$ cat src/rtl/pri_code_decoder_3_8.sv
// ============================================================================
// Module   : pri_code_decoder_3_8
// Purpose  : 3-to-8 one-hot decoder behind a 2-deep code FIFO; each code is
//            driven on y for HOLD cycles, back-to-back with no gap.
// Option   : PRI_DEC_STICKY_EN adds clr/acc (sticky OR of decoded words).
// Revision : 1.0
// ============================================================================
`default_nettype none

module pri_code_decoder_3_8 #(
  parameter int HOLD = 2
) (
  input  logic       clk,
  input  logic       rst,
  input  logic [2:0] e,
  input  logic       v,
  output logic       rdy,
  output logic [7:0] y,
  output logic       yv
`ifdef PRI_DEC_STICKY_EN
  ,
  input  logic       clr,
  output logic [7:0] acc
`endif
);

  localparam logic [0:0] c_IDLE    = 1'b0;
  localparam logic [0:0] c_DRIVE   = 1'b1;
  localparam logic [3:0] c_HOLD_M1 = 4'(HOLD - 1);

  logic [2:0] r_mem [2];
  logic       r_wr_ptr;
  logic       r_rd_ptr;
  logic [1:0] r_occ;
  logic [0:0] r_state;
  logic [3:0] r_cnt;
  logic [7:0] r_y;

  logic       w_push;
  logic       w_pop;
  logic [7:0] w_dec;

  // rdy looks only at stored occupancy, so a pop at this edge never frees a slot early
  assign rdy    = ~rst & (r_occ < 2'd2);
  assign w_push = v & rdy;
  assign w_pop  = (r_occ != 2'd0) & ((r_state == c_IDLE) | (r_cnt == 4'd0));
  assign w_dec  = 8'b1 << r_mem[r_rd_ptr];

  always_ff @(posedge clk) begin
    if (w_push) begin
      r_mem[r_wr_ptr] <= e;
    end
  end

  always_ff @(posedge clk) begin
    if (rst) begin
      r_wr_ptr <= 1'b0;
      r_rd_ptr <= 1'b0;
      r_occ    <= 2'd0;
    end else begin
      if (w_push) begin
        r_wr_ptr <= ~r_wr_ptr;
      end
      if (w_pop) begin
        r_rd_ptr <= ~r_rd_ptr;
      end
      case ({w_push, w_pop})
        2'b10:   r_occ <= r_occ + 2'd1;
        2'b01:   r_occ <= r_occ - 2'd1;
        default: r_occ <= r_occ;
      endcase
    end
  end

  always_ff @(posedge clk) begin
    if (rst) begin
      r_state <= c_IDLE;
      r_cnt   <= 4'd0;
      r_y     <= 8'h00;
    end else if (w_pop) begin
      r_state <= c_DRIVE;
      r_cnt   <= c_HOLD_M1;
      r_y     <= w_dec;
    end else if (r_state == c_DRIVE) begin
      if (r_cnt != 4'd0) begin
        r_cnt <= r_cnt - 4'd1;
      end else begin
        r_state <= c_IDLE;
        r_y     <= 8'h00;
      end
    end
  end

  assign y  = r_y;
  assign yv = (r_state == c_DRIVE);

`ifdef PRI_DEC_STICKY_EN
  logic [7:0] r_acc;

  // a clear coinciding with a load keeps only the newly loaded bit
  always_ff @(posedge clk) begin
    if (rst) begin
      r_acc <= 8'h00;
    end else if (w_pop) begin
      r_acc <= (clr ? 8'h00 : r_acc) | w_dec;
    end else if (clr) begin
      r_acc <= 8'h00;
    end
  end

  assign acc = r_acc;
`endif

endmodule

`default_nettype wire

$ cat config.mk
export PLATFORM = sky130hd
export DESIGN_NAME = pri_code_decoder_3_8
export DESIGN_NICKNAME = d
export VERILOG_FILES = /design/src/rtl/pri_code_decoder_3_8.sv
export SDC_FILE = /design/constraint.sdc
export NUM_CORES = 1
export LEC_CHECK = 0
export BUFFER_PORTS_ARGS = -buffer_cell sky130_fd_sc_hd__buf_4
export CAP_MARGIN = 20
export CORE_MARGIN = 2
export CORE_UTILIZATION = 60
export CTS_BUF_LIST = sky130_fd_sc_hd__clkbuf_2
export DETAILED_ROUTE_END_ITERATION = 8
export PLACE_DENSITY = 0.84
export SETUP_SLACK_MARGIN = 0.15
export SYNTH_ARGS = -nofsm -noshare
export SYNTH_HDL_FRONTEND = slang
export SYNTH_SLANG_ARGS = --single-unit
$ cat constraint.sdc
create_clock -name clk -period 5.1 [get_ports clk]
set_input_delay 0.765 -clock clk [delete_from_list [all_inputs] [get_ports clk]]
set_output_delay 0.765 -clock clk [all_outputs]
set_load 0.01 [all_outputs]
==> results of run 1 <==
-- layout make-up --
| type | instances | area share (%) |
|---|---|---|
| repair buffers | 15 | 9.99 |
| flip-flops and latches | 24 | 47.9 |
| clock buffers | 4 | 1.78 |
| inverters | 5 | 1.66 |
| multi-input cells | 59 | 36.8 |
| well taps | 16 | 1.78 |
-- state kept, by name (all words and copies together), names as in the netlist, named ones only --
| register | flops |
|---|---|
| y | 8 |
| r_mem | 6 |
| r_cnt | 4 |
| r_occ | 2 |
| r_rd_ptr | 1 |
| r_wr_ptr | 1 |
| yv | 1 |
-- layout by cell type, fill, tap and decap left out, types with 3 or more instances in the layout --
| cell | n |
|---|---|
| dfxtp_1 | 18 |
| buf_4 | 15 |
| nor2_1 | 13 |
| a22o_1 | 9 |
| edfxtp_1 | 6 |
| inv_1 | 5 |
| nand2_1 | 4 |
| a21oi_1 | 4 |
| clkbuf_2 | 4 |
| nor3_1 | 3 |
-- per-layer routing --
layer  vias to the layer above  GRT usage, %  wire length (um)  part of all wire, %
li1                        361             -                 -                    -
met1                       348          23.2               730                   41
met2                        17          36.8               942                   53
met3                         7          4.00                71                  4.0
met4                         0          8.48                40                  2.2
met5                         -             0                 0                    0
-- worst paths after layout --
check	slack, ps	depth (start not counted)	start	endpoint
max	2840	7	r_cnt[0]$_SDFFE_PP0P_	r_occ[1]$_SDFFE_PP0P_
min	510	1	y[0]$_SDFFE_PP0P_	y[0]$_SDFFE_PP0P_
max reg2reg	2840	7	r_cnt[0]$_SDFFE_PP0P_	r_occ[1]$_SDFFE_PP0P_
min reg2reg	510	1	y[0]$_SDFFE_PP0P_	y[0]$_SDFFE_PP0P_
-- through the flow --
step	setup slack, ps	util [%]	cells	power [mW]
after global placement	2990	72.7	119	0.464
after global routing	2760	74.0	123	0.583
after floorplan	3100	-	91	0.424
after detailed placement	2880	72.7	119	0.481
final	2840	74.0	123	0.550
after CTS	2830	74.0	123	0.553
-- power groups by stage --
| stage | registers, mW | clock network (mW) | logic, mW |
|---|---|---|---|
| 3_5_place_dp | 0.268 | 0 | 0.213 |
| 2_1_floorplan | 0.259 | 0 | 0.165 |
| 5_1_grt | 0.268 | 0.0831 | 0.232 |
| 4_1_cts | 0.263 | 0.0758 | 0.214 |
| 3_3_place_gp | 0.264 | 0 | 0.200 |
| 6_report | 0.263 | 0.0755 | 0.211 |
-- cell usage after synthesis (all sizes together) (2+ instances only) --
master	count	area share (%)
nor3	3	1.5
nand2	4	1.5
a211oi	2	2.0
clkbuf	2	0.76
xnor2	2	1.8
a22o	9	7.9
ha	2	2.5
xor2	2	1.8
a21oi	5	2.9
nor2	13	4.9
dfxtp	18	36
edfxtp	6	18
inv	5	1.9
nor4	2	2.8
o21ai	2	1.0
-- worst max-delay path: cells and delay by family (launching register included) --
kind	cells	cell delay, ps
compound gates	2	480
flops	1	380
simple gates	2	760
buf+inv	1	60
fa+ha+maj	2	530
-- cells by family (layout without fill, tap and decap cells) --
| group | Yosys count | count (layout) | synth area share (%) |
|---|---|---|---|
| XOR/XNOR | 4 | 4 | 3.53 |
| multiplexers | 1 | 1 | 1.01 |
| AND/OR/NAND/NOR | 31 | 31 | 17.8 |
| AO/OA/AOI/OAI | 21 | 21 | 17.0 |
| buffers and inverters | 8 | 24 | 3.78 |
| flip-flops | 24 | 24 | 54.4 |
| adder cells (fa/ha/maj) | 2 | 2 | 2.52 |
==> results.yml, run 1 <==
sta:
  min_period_over_period_pct: 44.3
  fmax_mhz: 442
  maxSlewHeadroom_pct: 66.8
  finalSetupViolCount: 0
  slew_violations: 0
  hold_slack_ps: 507
  fin_skew_ps: 18.5
  grt_setup_unrepaired: "no"
  hold_viol_final: 0
  fin_setup_tns_ps: 0
  worst_pin_slew_ps: 497
  fin_crit_ps: 2260
power_and_ir_drop:
  powerDensity_nw_per_um2: 488
  comb_power_share_pct: 38.4
  swShare_pct: 37.2
  ir_worst_vdd_mv: 0.295
  intPower_mw: 0.346
  p_sw_mw: 0.204
  seqPwrFrac_pct: 47.8
  p_leak_nw: 0.458
  clockPowerShare_pct: 13.7
yosys:
  syn_avg_cell_area_um2: 10.9
  synth_cell_type_count: 32
  ys_ff_latch: 24
  yosysWarnings: 0
  syn_nets: 99
  synth_cells: 91
  synth_edf_count: 6
  postSynth.asyncResetShare_pct: 0
  synth_flop_cell: "dfxtp_1"
  syn_area_um2: 993
  seq_area_frac_synth_pct: 54.4
die:
  coreArea_um2: 1520
  initial_core_util_pct: 65.2
  rows: 14
  ioPinCount: 16
  fp.dieW_um: 44.7
  die_h_um: 44.7
  dieArea_um2: 2000
clock_network:
  clockRootBuffer: "clkbuf_2"
  clk_latency_ps: 340
  clk_pin_slew_ps: 200
  cts_tree: "done"
  post_cts_buffers: 0
  cts_htree_levels: 1
  cts_buffers: 3
  postCtsHoldBufs: 0
  cts_sinks: 24
  ctsLongestPathBuffers: 2
  cts_resized: 0
critical_path:
  worstPathRequired_ps: 5370
  path_common_cell: "ha_1"
  crit_slowest_cell: "or3b_4"
  critPathMaxFanout: 6
  critical_path.max_stage_delay_ps: 410
  worstPathArrival_ps: 2540
  crit_type: "flip-flop to flip-flop"
  crit_path_cell_trace: "inv_1 -> ha_1 -> or3b_4 -> a21oi_2 -> ha_1 -> or3_1 -> a21oi_1"
  worstSetupEndpointType: "flip-flop"
  start_kind: "flip-flop"
drt:
  ant_nets: 0
  drtPass1Iterations: 4
  drt-vias-per-instance: 5.96
  drtIter0Drc: 22
  vias: 733
  wirelength_mm: 1.79
  wire_per_inst_um: 14.5
  drc_errors: 0
final_layout:
  final_net_count: 116
  final_cell_area_um2: 1130
  layout-drive-gt1-share_pct: 24.3
  multi_input_area_um2: 415
  fillers: 122
  seqCellArea_um2: 541
  areaGrowthSynthToFinish_pct: 13.5
  antenna_cells: 0
grt:
  track_usage_pct: 20.4
  antenna_found_initial: 0
  overflow: 0
  grt_pass1_wl_mm: 2.97
  grt_start_max_net_pins: 15
  grt_pass1_vias: 697
place:
  placed_area_um2: 1110
  dpl.hpwl_mm: 1.43
  finalWeightedCongestion: 0.739
  numPortBuffers: 15
status:
  status: "complete, no violations"
job:
  cap_viol_max_count: 0
worst_hold_path:
  hold_path.class: "flip-flop to flip-flop"
(Power assumes the default switching activity.)
==> run 2: changes to the inputs <==
CORE_UTILIZATION = 57   (was 60)
PLACE_DENSITY = 0.8   (was 0.84)
clock period = 2.4 ns   (was 5.1 ns; I/O delays follow)
==> run 2 against run 1 <==
Effect of this change: non-clock buffer count up 1; die area up 4.8%; critical path depth unchanged; wire length down 10%; critical path type unchanged; final cell count up 1.6%; clock-buffer cell count unchanged; highest routed layer unchanged; sequential share of layout area down 0.37 points.
==> results.yml, run 2 (synthesis gave the netlist of run 1 again) <==
status:
  status: "complete, no violations"
critical_path:
  critPathMaxFanout: 4
  start_kind: "flip-flop"
  rr_endpoint: "r_occ[1]$_SDFFE_PP0P_"
  reg2regPathDepth: 7
  r2r-start: "r_cnt[0]$_SDFFE_PP0P_"
  worstPathRequired_ps: 2670
  worstPathArrival_ps: 2280
  crit_type: "flip-flop to flip-flop"
  worstSetupEndpointType: "flip-flop"
  ff2ff_setup_slack_ps: 400
clock_network:
  post_cts_buffers: 0
  cts_resized: 0
  cts_sinks: 24
  clockRootBuffer: "clkbuf_2"
  ctsLongestPathBuffers: 2
  cts_tree: "done"
  clk_latency_ps: 320
  cts_buffers: 3
  postCtsHoldBufs: 0
  cts_htree_levels: 1
  clk_pin_slew_ps: 200
final_layout:
  layout_common_cells: "18 x dfxtp_1, 16 x buf_4, 13 x nor2_1"
  largest_register_ff_count: 8
  layout-drive-gt1-share_pct: 25.0
  antenna_cells: 0
  final_net_count: 117
  instances_no_fill: 125
  fillers: 147
  final_common_cell: "dfxtp_1"
  multi_input_area_um2: 415
  seqCellArea_um2: 541
  areaGrowthSynthToFinish_pct: 14.4
die:
  fp.dieW_um: 45.8
  rows: 15
  dieArea_um2: 2090
  ioPinCount: 16
  initial_core_util_pct: 58.8
  coreArea_um2: 1690
  die_h_um: 45.8
worst_hold_path:
  hold_end: "r_mem[0][0]$_DFFE_PP_"
  hold_path.class: "input pin to flip-flop"
  holdPathStages: 1
  worstHoldStart: "e[0]"
place:
  numPortBuffers: 15
  finalWeightedCongestion: 0.704
  dpl.hpwl_mm: 1.23
  dp.cells: 121
grt:
  grt_pass1_wl_mm: 2.74
  overflow: 0
  antenna_found_initial: 0
  grt_start_max_net_pins: 15
  grt_pass1_vias: 670
  track_usage_pct: 18.1
sta:
  fmax_mhz: 499
  worst_pin_slew_ps: 509
  min_period_over_period_pct: 83.5
  slew_violations: 0
  hold_viol_final: 0
  finalSetupViolCount: 0
  maxSlewHeadroom_pct: 66.0
  fin_skew_ps: 2.59
  grt_setup_unrepaired: "no"
  fin_setup_tns_ps: 0
  fin_crit_ps: 2000
drt:
  wirelength_mm: 1.60
  vias: 720
  drt-vias-per-instance: 5.76
  drtIter0Drc: 5
  wire_per_inst_um: 12.8
  drtPass1Iterations: 4
  ant_nets: 0
  drc_errors: 0
job:
  cap_viol_max_count: 0
power_and_ir_drop:
  p_leak_nw: 0.463
  ir_worst_vdd_mv: 0.626
  powerDensity_nw_per_um2: 1030
[run 2: changes by cell type in the layout (fill, tap and decap cells not counted), sizes merged]
cell | before | now
buf | 15 | 16
[run 2: layout make-up]
class	count	area share, %
flip-flops and latches	24	47.6
clock buffers	4	1.76
well taps	17	1.87
inverters	5	1.65
multi-input cells	59	36.6
repair buffers	16	10.6
[run 2: where the power goes]
group | internal, mW | total (mW) | leakage, nW | switching (mW)
combinational | 0.218 | 0.458 | 0.245 | 0.240
sequential | 0.486 | 0.554 | 0.202 | 0.0680
clock | 0.0441 | 0.154 | 0.0166 | 0.110
[run 2: how the worst max path moves through the flow]
stage / slack (ps) / end / cells past startpoint / startpoint
after floorplan: 400 / r_occ[1]$_SDFFE_PP0P_ / 7 / r_cnt[0]$_SDFFE_PP0P_
after CTS: 400 / r_occ[1]$_SDFFE_PP0P_ / 7 / r_cnt[0]$_SDFFE_PP0P_
after detailed placement: 450 / r_occ[1]$_SDFFE_PP0P_ / 7 / r_cnt[0]$_SDFFE_PP0P_
after global routing: 280 / r_occ[1]$_SDFFE_PP0P_ / 7 / r_cnt[0]$_SDFFE_PP0P_
final: 400 / r_occ[1]$_SDFFE_PP0P_ / 7 / r_cnt[0]$_SDFFE_PP0P_
after global placement: 500 / r_occ[1]$_SDFFE_PP0P_ / 7 / r_cnt[0]$_SDFFE_PP0P_
[run 2: worst max-delay path: stages, from the launching register on]
cell     delay [ps]
dfxtp_1         380
inv_1            60
ha_1            180
or3b_4          400
a21oi_2         180
ha_1            280
or3_1           350
a21oi_1         140
[run 2: layer usage]
metal	wire length [um]	global-route usage (%)
met4	10	8.57
met2	797	28.7
met5	0	0
met1	729	23.7
met3	63	3.57
[run 2: per-stage QoR]
| step | util, % | power (mW) | setup slack (ps) | cell area, um2 | hold slack (ps) |
|---|---|---|---|---|---|
| 2_1_floorplan | - | 0.901 | 395 | 993 | 455 |
| 3_3_place_gp | 66.1 | 1.00 | 497 | 1120 | 464 |
| 3_5_place_dp | 66.1 | 1.02 | 446 | 1120 | 470 |
| 4_1_cts | 67.3 | 1.18 | 399 | 1140 | 189 |
| 5_1_grt | 67.3 | 1.26 | 284 | 1140 | 158 |
| 6_report | 67.3 | 1.17 | 397 | 1140 | 208 |
==> run 3: changes to the inputs <==
CORE_ASPECT_RATIO = 1.5   (was unset)
CORE_UTILIZATION = 51   (was 57)
PLACE_DENSITY = 0.76   (was 0.8)
clock period = 1.8 ns   (was 2.4 ns; I/O delays follow)
==> run 3 against run 2 <==
Effect of this change: the run now ends with negative setup slack left; final cell count increased by 8.8%; wire length increased by 7.9%; global-route usage decreased by 0.57 points; sequential share of layout area decreased by 5.3 points; total power increased by 70%; critical endpoint unchanged.
==> results.yml, run 3 (synthesis gave the netlist of run 1 again) <==
critical_path:
  rr_endpoint: "r_occ[1]$_SDFFE_PP0P_"
  worstPathArrival_ps: 2190
  start_kind: "flip-flop"
  crit_path_cell_trace: "inv_2 -> ha_4 -> or3b_4 -> a21oi_4 -> ha_4 -> or3_4 -> a21oi_2"
  crit_type: "flip-flop to flip-flop"
  r2r-start: "r_cnt[0]$_SDFFE_PP0P_"
  critPathMaxFanout: 4
  worstPathRequired_ps: 2080
  reg2regPathDepth: 7
  critical_path.max_stage_delay_ps: 390
  path_common_cell: "ha_4"
  crit_slowest_cell: "or3b_4"
  ff2ff_setup_slack_ps: -120
  worstSetupEndpointType: "flip-flop"
drt:
  vias: 724
  ant_nets: 0
  wire_per_inst_um: 12.7
  drt-vias-per-instance: 5.32
  wirelength_mm: 1.73
  drc_errors: 0
  drtPass1Iterations: 4
  drtIter0Drc: 7
final_layout:
  final_common_cell: "buf_4"
  areaGrowthSynthToFinish_pct: 29.6
  layout-drive-gt1-share_pct: 40.0
  layout_common_cells: "21 x buf_4, 15 x dfxtp_1, 13 x nor2_1"
  fillers: 129
  antenna_cells: 0
  final_net_count: 124
  largest_register_ff_count: 8
  multi_input_area_um2: 473
  seqCellArea_um2: 544
sta:
  fin_setup_tns_ps: -428
  fin_crit_ps: 1920
  worst_pin_slew_ps: 510
  grt_setup_unrepaired: "yes"
  finalSetupViolCount: 5
  min_period_over_period_pct: 107
  hold_viol_final: 0
  fmax_mhz: 521
  slew_violations: 0
  fin_ws_ps: -119
  maxSlewHeadroom_pct: 66.0
  fin_skew_ps: 7.31
  hold_slack_ps: 110
grt:
  grt_start_max_net_pins: 15
  grt_pass1_wl_mm: 2.88
  track_usage_pct: 17.6
  antenna_found_initial: 0
  grt_pass1_vias: 699
  overflow: 0
power_and_ir_drop:
  ir_worst_vdd_mv: 1.12
  powerDensity_nw_per_um2: 1540
  p_leak_nw: 0.523
clock_network:
  cts_tree: "done"
  cts_buffers: 3
  cts_htree_levels: 1
  ctsLongestPathBuffers: 2
  clockRootBuffer: "clkbuf_2"
  postCtsHoldBufs: 0
  clk_latency_ps: 320
  cts_sinks: 24
  clk_pin_slew_ps: 220
die:
  initial_core_util_pct: 54.3
  fp.dieW_um: 40.0
  rows: 19
  coreArea_um2: 1830
  ioPinCount: 16
  dieArea_um2: 2320
  die_h_um: 58.1
worst_hold_path:
  holdPathStages: 1
  hold_end: "r_mem[0][0]$_DFFE_PP_"
  worstHoldStart: "e[0]"
  hold_path.class: "input pin to flip-flop"
status:
  status: "finished, violations left"
  violations: "negative setup slack"
job:
  cap_viol_max_count: 0
place:
  dpl.hpwl_mm: 1.32
  numPortBuffers: 15
  finalWeightedCongestion: 0.740
run 3: cell types whose count changed in the layout (fill, tap and decap cells not counted), sizes merged:
cell    before  now
clkbuf       4    3
bufinv       0    1
buf         16   23
run 3: cell type report:
type / count / area share, %
clock buffer: 3 / 1.17
clock inverter: 1 / 2.33
inverter: 5 / 1.46
multi-input combinational: 59 / 36.7
sequential: 24 / 42.3
tap: 21 / 2.04
timing repair buffer: 23 / 14.0
run 3: how the worst max path moves through the flow:
stage / startpoint / endpoint / slack, ps
3_3_place_gp: r_cnt[1]$_SDFFE_PP0P_ / r_occ[1]$_SDFFE_PP0P_ / 30
5_1_grt: r_cnt[1]$_SDFFE_PP0P_ / r_occ[1]$_SDFFE_PP0P_ / -170
4_1_cts: r_cnt[1]$_SDFFE_PP0P_ / r_occ[1]$_SDFFE_PP0P_ / -90
6_report: r_cnt[0]$_SDFFE_PP0P_ / r_occ[1]$_SDFFE_PP0P_ / -120
3_5_place_dp: r_cnt[1]$_SDFFE_PP0P_ / r_occ[1]$_SDFFE_PP0P_ / -60
2_1_floorplan: r_cnt[1]$_SDFFE_PP0P_ / r_occ[1]$_SDFFE_PP0P_ / -40
run 3: critical path, delay by kind of cell (launching register included):
kind	cells	cell delay (ps)
AOI/OAI and AO/OA	2	330
adders and majority gates	2	360
DFF	1	370
buffers and inverters	1	60
and+or+nand+nor	2	750
run 3: repair_timing:
| action | CTS | global route |
|---|---|---|
| gates resized for setup | 3 | 4 |
| setup endpoints to repair | 10 | 14 |
| endpoints found under the hold margin | 0 | 0 |
| buffers inserted | 3 | 1 |
| pin swaps | 3 | 10 |
run 3: report_power, final:
part / internal (mW) / switching [mW] / leakage (nW)
registers: 0.653 / 0.0982 / 0.203
logic: 0.493 / 0.396 / 0.294
clock network: 0.192 / 0.156 / 0.0266
total: 1.34 / 0.650 / 0.523
run 3: layer usage:
| metal | routed length (um) | vias to the layer above | global-route usage, % | share of wire [%] |
|---|---|---|---|---|
| li1 | - | 377 | - | - |
| met1 | 699 | 330 | 19.5 | 40 |
| met2 | 950 | 15 | 31.1 | 55 |
| met3 | 63 | 2 | 2.30 | 3.6 |
| met4 | 14 | 0 | 7.39 | 0.81 |
| met5 | 0 | - | 0 | 0 |
run 3: through the flow:
| stage | setup slack, ps | cell area (um2) | util [%] | instances | power [mW] |
|---|---|---|---|---|---|
| detailed placement | -55.5 | 1190 | 64.8 | 128 | 1.50 |
| finish | -119 | 1290 | 70.3 | 136 | 1.99 |
| floorplan | -36.5 | 1040 | - | 91 | 1.29 |
| CTS | -90.6 | 1260 | 69.0 | 135 | 1.93 |
| global placement | 28.8 | 1190 | 64.8 | 128 | 1.47 |
| global route | -170 | 1290 | 70.3 | 136 | 2.13 |
